### config.mk
export PLATFORM = sky130hd
export DESIGN_NAME = sweep_regfile
export DESIGN_NICKNAME = d
export VERILOG_FILES = /design/src/rtl/sweep_pkg.sv /design/src/rtl/regfile32.sv /design/src/rtl/sweep_regfile.sv
export SDC_FILE = /design/constraint.sdc
export NUM_CORES = 2
export LEC_CHECK = 0
export ABC_AREA = 1
export BUFFER_PORTS_ARGS = -buffer_cell sky130_fd_sc_hd__buf_2
export CORE_ASPECT_RATIO = 2
export CORE_MARGIN = 2
export CORE_UTILIZATION = 25
export CTS_BUF_LIST = sky130_fd_sc_hd__clkbuf_8 sky130_fd_sc_hd__clkbuf_16
export CTS_CLUSTER_DIAMETER = 150
export CTS_CLUSTER_SIZE = 24
export DETAILED_ROUTE_END_ITERATION = 7
export PLACE_DENSITY_LB_ADDON = 0.15
export SETUP_SLACK_MARGIN = 0.1
export SYNTH_ARGS = -nofsm -noshare
export SYNTH_HDL_FRONTEND = slang
export SYNTH_SLANG_ARGS = --single-unit
### constraint.sdc
create_clock -name clock -period 4.4 [get_ports clock]
set_clock_uncertainty 0.15 [all_clocks]
set_input_delay 0.88 -clock clock [delete_from_list [all_inputs] [get_ports clock]]
set_output_delay 0.88 -clock clock [all_outputs]
set_load 0.005 [all_outputs]
### src/rtl/sweep_pkg.sv
// Shared constants, FSM state type and data-word packing for the sweep register file.
package sweep_pkg;

  localparam int NUM_REGS   = 32;
  localparam int REG_ADDR_W = 5;
  localparam int MAX_CNT_W  = 32;

  typedef enum logic {
    S_IDLE,
    S_ACTIVE
  } state_e;

  // Packs {sweep, step} with step occupying the low cnt_w bits; callers size-cast to 2*cnt_w.
  function automatic logic [2*MAX_CNT_W-1:0] wr_word(
    input logic [MAX_CNT_W-1:0] sweep,
    input logic [MAX_CNT_W-1:0] step,
    input int                   cnt_w
  );
    return ({{MAX_CNT_W{1'b0}}, sweep} << cnt_w) | {{MAX_CNT_W{1'b0}}, step};
  endfunction

endpackage

### src/rtl/regfile32.sv
// 32-entry register file: one synchronous write port, two combinational read ports.
// Register 0 reads as zero and is never written.
module regfile32
  import sweep_pkg::*;
#(
  parameter int DW = 32
) (
  input  logic                  clock,
  input  logic                  reset,
  input  logic                  wr_en,
  input  logic [REG_ADDR_W-1:0] wr_num,
  input  logic [DW-1:0]         wr_data,
  input  logic [REG_ADDR_W-1:0] rs_num,
  input  logic [REG_ADDR_W-1:0] rt_num,
  output logic [DW-1:0]         rs_data,
  output logic [DW-1:0]         rt_data
);

  logic [DW-1:0] regs_q [NUM_REGS];

  always_ff @(posedge clock) begin
    if (reset) begin
      for (int i = 0; i < NUM_REGS; i++) begin
        regs_q[i] <= '0;
      end
    end else if (wr_en && (wr_num != '0)) begin
      regs_q[wr_num] <= wr_data;
    end
  end

  // No write bypass: a same-cycle read returns the pre-write contents.
  assign rs_data = (rs_num == '0) ? '0 : regs_q[rs_num];
  assign rt_data = (rt_num == '0) ? '0 : regs_q[rt_num];

endmodule

### src/rtl/sweep_regfile.sv
// Sweep tracker: tags each accepted write with {sweep_count, step} and reports per-sweep stats.
// S_IDLE | no sweep open      S_ACTIVE | sweep open, counting accepted writes
module sweep_regfile
  import sweep_pkg::*;
#(
  parameter int CNT_W = 16
) (
  input  logic                  clock,
  input  logic                  reset,
  input  logic [REG_ADDR_W-1:0] regnum,
  input  logic                  done,
  input  logic [REG_ADDR_W-1:0] rs_num,
  input  logic [REG_ADDR_W-1:0] rt_num,
  output logic [2*CNT_W-1:0]    rs_data,
  output logic [2*CNT_W-1:0]    rt_data,
  output logic                  busy,
  output logic                  sweep_done,
  output logic [CNT_W-1:0]      sweep_len,
  output logic [CNT_W-1:0]      sweep_count,
  output logic [REG_ADDR_W-1:0] last_reg
);

  localparam int DW = 2 * CNT_W;

  state_e                state_q, state_d;
  logic [CNT_W-1:0]      step_q, step_d;
  logic [CNT_W-1:0]      sweep_len_q, sweep_len_d;
  logic [CNT_W-1:0]      sweep_count_q, sweep_count_d;
  logic [REG_ADDR_W-1:0] last_reg_q, last_reg_d;
  logic                  sweep_done_q, sweep_done_d;

  logic          accept;
  logic [DW-1:0] wr_data;
  logic [CNT_W-1:0] step_inc;

  assign accept   = ~done & (regnum != '0);
  assign step_inc = (&step_q) ? step_q : step_q + CNT_W'(1);
  assign wr_data  = DW'(wr_word(MAX_CNT_W'(sweep_count_q), MAX_CNT_W'(step_q), CNT_W));

  always_comb begin
    state_d       = state_q;
    step_d        = step_q;
    sweep_len_d   = sweep_len_q;
    sweep_count_d = sweep_count_q;
    last_reg_d    = last_reg_q;
    sweep_done_d  = 1'b0;

    if (accept) begin
      last_reg_d = regnum;
    end

    case (state_q)
      S_IDLE: begin
        if (accept) begin
          state_d = S_ACTIVE;
          step_d  = step_inc;
        end
      end
      S_ACTIVE: begin
        if (done) begin
          state_d       = S_IDLE;
          sweep_len_d   = step_q;
          sweep_count_d = sweep_count_q + CNT_W'(1);
          sweep_done_d  = 1'b1;
          step_d        = '0;
        end else if (accept) begin
          step_d = step_inc;
        end
      end
      default: state_d = S_IDLE;
    endcase
  end

  always_ff @(posedge clock) begin
    if (reset) begin
      state_q       <= S_IDLE;
      step_q        <= '0;
      sweep_len_q   <= '0;
      sweep_count_q <= '0;
      last_reg_q    <= '0;
      sweep_done_q  <= 1'b0;
    end else begin
      state_q       <= state_d;
      step_q        <= step_d;
      sweep_len_q   <= sweep_len_d;
      sweep_count_q <= sweep_count_d;
      last_reg_q    <= last_reg_d;
      sweep_done_q  <= sweep_done_d;
    end
  end

  regfile32 #(
    .DW(DW)
  ) u_regfile (
    .clock   (clock),
    .reset   (reset),
    .wr_en   (accept),
    .wr_num  (regnum),
    .wr_data (wr_data),
    .rs_num  (rs_num),
    .rt_num  (rt_num),
    .rs_data (rs_data),
    .rt_data (rt_data)
  );

  assign busy        = (state_q == S_ACTIVE);
  assign sweep_done  = sweep_done_q;
  assign sweep_len   = sweep_len_q;
  assign sweep_count = sweep_count_q;
  assign last_reg    = last_reg_q;

endmodule

==> flow_summary.toml <==
[routing]
antenna_left = 0
vias_per_cell = 5.264
wirelength_mm = 309.9
first_pass_iters = 6
drt_iter0_drc = 5757
wl_per_cell_um = 29.53
drcViolationCount = 0
vias = 55248

[setup_path]
startpoint_type = "input pin"
critical_path_depth = 10
path_class = "in2out"
cpMostUsedCell = "nor2_1"
crit_chain = "buf_8 > buf_12 > o21ai_0 > a21oi_1 > nor2_1 > buf_4 > nor2_1 > nor2_1 > buf_4 > buf_2"
startpoint = "rt_num[0]"
path_buf_inv = 5
crit_family = "buffers and inverters"
worst-path-max-fanout = 64
required_ns = 3.37
critical-path-slowest-cell = "nor2_1"
slowest_delay_ns = 0.39
cp.arrival_ns = 3.06
cp-end-kind = "output port"
rr_endpoint = "sweep_count[15]$_SDFFE_PP0P_"
r2r_start = "sweep_count[3]$_SDFFE_PP0P_"
r2r_slack_ns = 2.04
crit_end = "rt_data[29]"
r2r_cells = 8

[sta]
hold_viol_final = 0
grt_setup_unrepaired = "no"
setup_ws_ns = 0.3079
post-route-min-period_ns = 4.092
fmax_ghz = 0.2444
fin_crit_sh_pct = 93.00
setup_viol = 0
max-slew-margin-rel_pct = 21.59
fin_setup_tns_ns = 0
slew_violations = 0
worstMarginPinSlew_ns = 1.176

[power]
vdd_drop_max_v = 0.0003164
p_per_area_nw_per_um2 = 318.1
p_leak_nw = 24.94

[cells_and_area]
layout.nets = 7455
largest_reg_flops = 1024
areaGrowthSynthToFinish_pct = 12.69
drive_above_1_share_pct = 8.314
largest_register = "u_regfile.regs_q"
layout.cells.non_filler = 10496

[synthesis]
ys_ff_latch = 1079
ys_types = 24
ys.flop_type = "edfxtp_1"
yosys-top-cells-area = "edfxtp_1 52%, nand2_1 17%, nand3_1 12%"
yosys.area.top_type_share_pct = 52.46
netlist_area_sq_um = 58610
synthCells = 7515
async_reset_ff_share_pct = 0
synth_top_area_cell = "edfxtp_1"
yosysWarnings = 0
avgSynthCellArea_sq_um = 7.800
synth_edf_count = 1024
ys_seq_area_share_pct = 54.34

[grt]
antenna_found_initial = 10
grt_use_total_pct = 25.22
grt_pass1_wl_mm = 423.6
grt-ovfl-total = 0
grt_max_degree = 89
grt_pass1_vias = 53472

[placed_design]
hpwl_mm = 195.0
io_buffers = 120
dp_cells = 10419
dp_slack_ns = 0.05351
place_congestion = 0.8640

[floorplanning]
io-pin-count = 121
die_y_um = 688.8
fp-row-count = 251
die_x_um = 346.4
die_area_sq_um = 238600
start_util_pct = 25.12
core_sq_um = 233300

[outcome]
status = "finished, final reports clean"

[cts]
cts_made_buffers = 50
cts_tree = "built"
clk_path_buf_depth = 3
ctsHoldBuffers = 0
clk_pin_slew_ns = 0.10
root_buffer = "clkbuf_16"
cts_max_level = 2
clock-sinks = 1079
clk_latency_ns = 0.75

[run]
maxCapViolCount = 0

[worst_hold_path]
hold_start = "sweep_len[7]$_SDFFE_PP0P_"
holdCritPathClass = "reg2reg"
[worst min path at each step]
| stage | endpoint | depth (start not counted) |
|---|---|---|
| floorplan | sweep_len[0]$_SDFFE_PP0P_ | 2 |
| global placement | sweep_len[10]$_SDFFE_PP0P_ | 2 |
| detailed placement | sweep_len[13]$_SDFFE_PP0P_ | 2 |
| CTS | sweep_len[5]$_SDFFE_PP0P_ | 2 |
| global route | sweep_len[6]$_SDFFE_PP0P_ | 2 |
| finish | sweep_len[7]$_SDFFE_PP0P_ | 2 |
[kinds of logic (layout without fill, tap and decap cells)]
logic type | count (synthesis) | after routing | share of synthesized area [%]
AOI/OAI and AO/OA | 317 | 317 | 2.715
xor gates and xnor gates | 13 | 13 | 0.1943
adders and majority gates | 2 | 2 | 0.04269
buffers and inverters | 738 | 649 | 5.238
DFF | 1079 | 1079 | 54.34
other | 1 | 35 | 0.006398
and+or+nand+nor | 5365 | 5365 | 37.46
[per-stage QoR]
stage | util [%] | total power (W) | hold slack, ns | instance area, sq um
finish | 28.31 | 0.02101 | 0.3113 | 66050
global route | 28.31 | 0.02159 | 0.3473 | 66050
CTS | 28.30 | 0.02111 | 0.3206 | 66040
detailed placement | 27.72 | 0.01544 | 0.2936 | 64670
global placement | 27.72 | 0.01544 | 0.2886 | 64670
floorplan | - | 0.01361 | 0.3017 | 58730
[metal layers]
metal	vias up	global-route usage [%]	routed length, um
li1	24479	-	-
met1	27350	27.05	108500
met2	2606	45.65	157600
met3	811	2.724	17480
met4	2	18.61	26290
met5	-	0	12
[cells in the mapped netlist, types with 18 or more instances]
| cell | number |
|---|---|
| clkbuf_1 | 340 |
| edfxtp_1 | 1024 |
| a21oi_1 | 129 |
| buf_1 | 73 |
| nor2_1 | 1321 |
| nor3_1 | 18 |
| inv_1 | 78 |
| dfxtp_1 | 55 |
| nand2_1 | 2629 |
| o21ai_0 | 183 |
| buf_2 | 228 |
| nand3_1 | 1385 |
[what timing repair did]
item | in CTS | in global routing
setup endpoints to repair | 1 | 0
gates resized for setup | 1 | 0
hold endpoints to repair | 0 | 0
buffers inserted | 0 | 0
[layout by cell type, fill, tap and decap left out, drive strengths merged]
cell type,instances
nor3b,1
conb,32
o21ai,186
a21oi,129
nor2,1321
o21a,2
ha,2
edfxtp,1024
nand4,7
diode,3
buf,482
nand3,1385
clkbuf,51
nand2,2629
clkinv,7
xor2,13
nor3,22
dfxtp,55
inv,109
[tightest hold or removal path, stage by stage, from the launching register on]
cell	delay (ns)
dfxtp_1	0.34
nand2_1	0.05
o21ai_0	0.05
[cell type report]
type / instances / area (sq um)
antenna: 3 / 7.507
tap: 3036 / 3799
fill: 24881 / 167300
sequential: 1079 / 31850
multi-input combinational: 5729 / 23980
clock buffer: 51 / 1276
clock inverter: 23 / 91.34
inverter: 93 / 394.1
timing repair buffer: 482 / 4654
[report_power, final]
| part | leakage [nW] | switching (W) | internal, W |
|---|---|---|---|
| registers | 11.1 | 0.000198 | 0.0115 |
| clock network | 0.750 | 0.00368 | 0.00211 |
| logic | 13.1 | 0.00255 | 0.000941 |
| total | 24.9 | 0.00642 | 0.0146 |
Power figures use the tool's default switching activity.
